<file path="src/rtl/id_ex_pipeline_reg.sv">
// ---------------------------------------------------------------------------
// id_ex_pipeline_reg
//   Decode-to-Execute pipeline register of the RV32IM 5-stage core. Captures
//   the decoded control word, register-file read data, sign-extended immediate
//   and PC values from ID and presents them to EX one cycle later. The hazard
//   unit can hold the stage (stall_e) or replace its contents with a bubble
//   (flush_e). Two saturating counters record stall and bubble cycles for
//   performance debug.
//
// Ports
//   clk, rst              core clock, synchronous active-high reset
//   stall_e, flush_e      hazard-unit hold / bubble requests (flush wins)
//   *_d                   decoded instruction fields from ID
//   *_e                   registered copies of the *_d fields, incl. valid_e
//   stall_cnt             cycles with stall_e=1 and flush_e=0 (saturating)
//   bubble_cnt            cycles with flush_e=1 (saturating)
// ---------------------------------------------------------------------------
module id_ex_pipeline_reg #(
    parameter int XLEN     = 32,
    parameter int ALUCTL_W = 5,
    parameter int CNT_W    = 16
) (
    input  logic                clk,
    input  logic                rst,
    input  logic                stall_e,
    input  logic                flush_e,
    input  logic                valid_d,
    input  logic                reg_write_d,
    input  logic [1:0]          result_src_d,
    input  logic                mem_write_d,
    input  logic                jump_d,
    input  logic                branch_d,
    input  logic                alu_src_d,
    input  logic [ALUCTL_W-1:0] alu_ctl_d,
    input  logic [2:0]          funct3_d,
    input  logic [XLEN-1:0]     rd1_d,
    input  logic [XLEN-1:0]     rd2_d,
    input  logic [XLEN-1:0]     imm_ext_d,
    input  logic [XLEN-1:0]     pc_d,
    input  logic [XLEN-1:0]     pc4_d,
    input  logic [4:0]          rs1_d,
    input  logic [4:0]          rs2_d,
    input  logic [4:0]          rd_d,
    output logic                valid_e,
    output logic                reg_write_e,
    output logic [1:0]          result_src_e,
    output logic                mem_write_e,
    output logic                jump_e,
    output logic                branch_e,
    output logic                alu_src_e,
    output logic [ALUCTL_W-1:0] alu_ctl_e,
    output logic [2:0]          funct3_e,
    output logic [XLEN-1:0]     rd1_e,
    output logic [XLEN-1:0]     rd2_e,
    output logic [XLEN-1:0]     imm_ext_e,
    output logic [XLEN-1:0]     pc_e,
    output logic [XLEN-1:0]     pc4_e,
    output logic [4:0]          rs1_e,
    output logic [4:0]          rs2_e,
    output logic [4:0]          rd_e,
    output logic [CNT_W-1:0]    stall_cnt,
    output logic [CNT_W-1:0]    bubble_cnt
);

    // Only a real instruction may carry state-committing controls into EX.
    logic commit_ok;
    assign commit_ok = valid_d;

    // Flush and reset both produce an all-zero slot, so they share one branch.
    // On stall nothing is written, which also keeps X on *_d out of the stage.
    always_ff @(posedge clk) begin
        if (rst || flush_e) begin
            valid_e      <= 1'b0;
            reg_write_e  <= 1'b0;
            result_src_e <= '0;
            mem_write_e  <= 1'b0;
            jump_e       <= 1'b0;
            branch_e     <= 1'b0;
            alu_src_e    <= 1'b0;
            alu_ctl_e    <= '0;
            funct3_e     <= '0;
            rd1_e        <= '0;
            rd2_e        <= '0;
            imm_ext_e    <= '0;
            pc_e         <= '0;
            pc4_e        <= '0;
            rs1_e        <= '0;
            rs2_e        <= '0;
            rd_e         <= '0;
        end else if (!stall_e) begin
            valid_e      <= valid_d;
            reg_write_e  <= reg_write_d & commit_ok;
            result_src_e <= result_src_d;
            mem_write_e  <= mem_write_d & commit_ok;
            jump_e       <= jump_d & commit_ok;
            branch_e     <= branch_d & commit_ok;
            alu_src_e    <= alu_src_d;
            alu_ctl_e    <= alu_ctl_d;
            funct3_e     <= funct3_d;
            rd1_e        <= rd1_d;
            rd2_e        <= rd2_d;
            imm_ext_e    <= imm_ext_d;
            pc_e         <= pc_d;
            pc4_e        <= pc4_d;
            rs1_e        <= rs1_d;
            rs2_e        <= rs2_d;
            rd_e         <= rd_d;
        end
    end

    // Performance counters: index 0 counts stall cycles, index 1 bubbles.
    // A flush that coincides with a stall counts only as a bubble.
    logic [1:0]       cnt_inc;
    logic [CNT_W-1:0] cnt_reg [2];

    assign cnt_inc[0] = stall_e & ~flush_e;
    assign cnt_inc[1] = flush_e;

    generate
        for (genvar gi = 0; gi < 2; gi++) begin : g_cnt
            always_ff @(posedge clk) begin
                if (rst) begin
                    cnt_reg[gi] <= '0;
                end else if (cnt_inc[gi] && (cnt_reg[gi] != {CNT_W{1'b1}})) begin
                    cnt_reg[gi] <= cnt_reg[gi] + 1'b1;
                end
            end
        end
    endgenerate

    assign stall_cnt  = cnt_reg[0];
    assign bubble_cnt = cnt_reg[1];

endmodule

</file>
<file path="config.mk">
export PLATFORM = sky130hd
export DESIGN_NAME = id_ex_pipeline_reg
export DESIGN_NICKNAME = d
export VERILOG_FILES = /design/src/rtl/id_ex_pipeline_reg.sv
export SDC_FILE = /design/constraint.sdc
export NUM_CORES = 1
export LEC_CHECK = 0
export BUFFER_PORTS_ARGS = -buffer_cell sky130_fd_sc_hd__buf_2
export CORE_AREA = 10 10 155 157
export CTS_CLUSTER_DIAMETER = 100
export CTS_CLUSTER_SIZE = 28
export DETAILED_ROUTE_END_ITERATION = 10
export DIE_AREA = 0 0 165 167
export PLACE_DENSITY = 0.73
export SETUP_SLACK_MARGIN = 0.5
export SYNTH_ARGS = -nofsm -noshare
export SYNTH_HDL_FRONTEND = slang
export SYNTH_SLANG_ARGS = --single-unit
export TNS_END_PERCENT = 30
</file>
<file path="constraint.sdc">
create_clock -name clk -period 3.49 [get_ports clk]
set_input_delay 0.8725 -clock clk [delete_from_list [all_inputs] [get_ports clk]]
set_output_delay 0.8725 -clock clk [all_outputs]
set_load 0.05 [all_outputs]
</file>
==> reports/summary.txt <==
Post-DP HPWL: 20200 microns
Placement Cell Area: 10800 sq um
Sequential area share after synthesis: 56.9%
Finished Layout Cells: 1448
Total Routing Usage GR: 17.4%
Reg2Reg Setup Slack: 1.20 ns
Largest net degree at the start of global routing: 67
Clk slew on worst S/H paths: 0.11 ns
CTS sink count: 223
Pwr Total: 5.04 mW
Initial antenna violation count: 2
Initial DRC Count: 314
P_int: 3.60 mW
VDD IR max: 399 uV
Setup Buffers After CTS: 0
Max_slew headroom: 51.2%
Measured slew at the worst slew-check pin: 0.731 ns
Final WL: 26000 microns
Crit path max fanout: 16
P&R area growth vs syn: 31.5%
Placed cells: 1435
Syn_nets: 980
Async S/R FF share, synth: 0%
Number of remaining DRC errors: 0
Post-route cell area: 11100 sq um
Outcome: completed
GR Overflow Total: 0
Net Sw Frac: 28.6%
Dpl ws: 1.22 ns
Final setup margin: 1.20 ns
Final setup TNS: 0 ns
I/O Buffers: 417
Yosys warns: 0
Average via count per standard cell: 4.74
Worst Skew: 0.00384 ns
DIE WIDTH: 165 microns
Final Cycle Share: 65.5%
Maximum clock rate: 437 MHz
Post-synth cell types: 36
P_sw: 1.44 mW
EDFF count, synth: 32
Synth Flop Type: dfxtp_1
Initial Utilization: 40.4%
Num CTS Buffers: 11
Ant diodes: 0
CTS Buffer Depth: 3
Logic pwr share: 17.2%
Kind of critical path: reg -> reg
Row Count: 53
GR Util met1: 19.6%
Num ports: 418
Worst R2R Start: cnt_reg[1][0]
CP endpoint kind: flip-flop
Vias in the first global route: 6696
RSZ-0062 raised after global routing: no
Worst r2r path cells: 5
Fin util: 53.1%
Flop pwr share: 55.0%
First-pass GRT wire length: 38400 microns
First-pass iteration count of the detailed router: 4
Power per cell area: 456 nW/um^2
Chip Height: 167 microns
Antenna Violating Nets Remaining: 0
Avg WL per Cell: 17.9 microns
WHS: 0.498 ns
Reg2reg end: cnt_reg[1][5]
Post-CTS sizing: 0
H-tree levels: 1
Vias post-DR: 6861
Post-CTS Hold Buffers: 0
CTS tree: built
RD Place Congestion: 0.806
WP data arrival: 2.42 ns
P_leak: 5.64 nW
Cells after synthesis: 783
Core Footprint: 20800 sq um
Synth Cell Area: 8400 sq um
Clock root buffer: clkbuf_16
Final hold violations: 0
Die Area: 27600 sq um
Slew Limit Fails: 0
End of the critical path: cnt_reg[1][5]
Seq cells post-synth: 223
Fin crit period: 2.29 ns
Nets: 1370
Worst skew pair latency: 0.47 ns
Most Crowded Layer GR: met2
HP Class: reg -> reg
Max_cap viols: 0
Synth Area per Inst: 10.7 sq um
Critical Path Start: cnt_reg[1][0]
# setup viols final: 0
Layout cell share with drive strength beyond 1: 37.8%
Met3 usage: 6.39%
Met2 Usage GRT: 30.6%
Clock power frac: 27.8%
Type of origin of the critical path: flip-flop
Required @ worst endpoint: 3.62 ns
[cells in the mapped netlist (2+ instances only)]
cell type  instances  area, sq um
a21oi_1            5         25.0
a22oi_1            4         30.0
a31o_2             2         17.5
and2_1             3         18.8
and3_1             5         31.3
and4_1             2         17.5
buf_2             18         90.1
buf_4              2         15.0
clkbuf_1          27          101
dfxtp_1          191         3820
edfxtp_1          32          961
ha_1               2         25.0
inv_1              5         18.8
mux2i_1          186         1860
nand2_1            8         30.0
nand3_1           10         50.1
nand3b_1           2         15.0
nand4_1           10         62.6
nor2_1           221          830
nor3_1             4         20.0
nor4_1             3         18.8
o21ai_0            2         10.0
or2_2              2         12.5
or3_1              2         12.5
or4_1              2         15.0
xnor2_1           12          105
xor2_1            12          105
[worst max-delay path, cell delays in order, from the launching register on]
cell and delay [ns]:
edfxtp_1 0.43, ha_1 0.27, nand4_1 0.14, nor4_1 0.49
nand4_1 0.17, a21o_1 0.45
[kinds of logic after synthesis]
logic type               count (synthesis)  synth area share (%)
XOR/XNOR                                24                  2.50
buffers and inverters                   52                  2.68
adder cells (fa/ha/maj)                  2                 0.298
multiplexers                           186                  22.2
AO/OA/AOI/OAI                           18                  1.50
flip-flops                             223                  56.9
AND/OR/NAND/NOR                        278                  13.9
[layout make-up]
type / count / area, sq um
fillers: 1916 / 9770
flip-flops and latches: 223 / 4780
multi-input cells: 508 / 3400
repair buffers: 424 / 2210
well taps: 275 / 344
clock buffers: 12 / 279
inverters: 5 / 18.8
clock inverters: 1 / 17.5
[routing by layer]
layer / vias to the layer above / part of all wire (%)
met3: 29 / 10
li1: 3406 / -
met2: 271 / 50
met1: 3151 / 38
met5: - / 0.096
met4: 4 / 1.4
[worst min path at each step]
stage,start,to,slack [ns],cells after the start
floorplan,alu_ctl_e[0],alu_ctl_e[0],0.75,2
global placement,rd_e[0],rd_e[0],0.47,2
detailed placement,rd_e[1],rd_e[1],0.48,2
CTS,rd_e[1],rd_e[1],0.50,2
global route,rd1_e[24],rd1_e[24],0.52,2
finish,pc_e[26],pc_e[26],0.50,2
[cell usage in the layout, fill, tap and decap left out, types with 2 or more instances in the layout]
cell	count
ha_1	2
nand2_1	8
nand4_1	10
nor3_1	4
inv_1	5
buf_2	416
a22oi_1	4
edfxtp_1	32
mux2i_1	186
and3_1	5
xnor2_1	12
or4_1	2
nor4_1	3
buf_12	5
o21ai_0	2
nor2_1	221
nand3b_1	2
buf_4	2
xor2_1	12
and4_1	2
dfxtp_1	191
clkbuf_16	11
a21oi_1	5
or3_1	2
and2_1	3
a31o_2	2
nand3_1	10
[power groups by stage]
stage	clock network, mW	registers (mW)	logic, mW
floorplan	0	3.15	0.271
global placement	0	2.82	0.862
detailed placement	0	2.83	0.872
CTS	1.45	2.77	0.874
global route	1.55	2.79	0.921
finish	1.40	2.77	0.865
No activity file was read; power rests on OpenSTA's default activity.
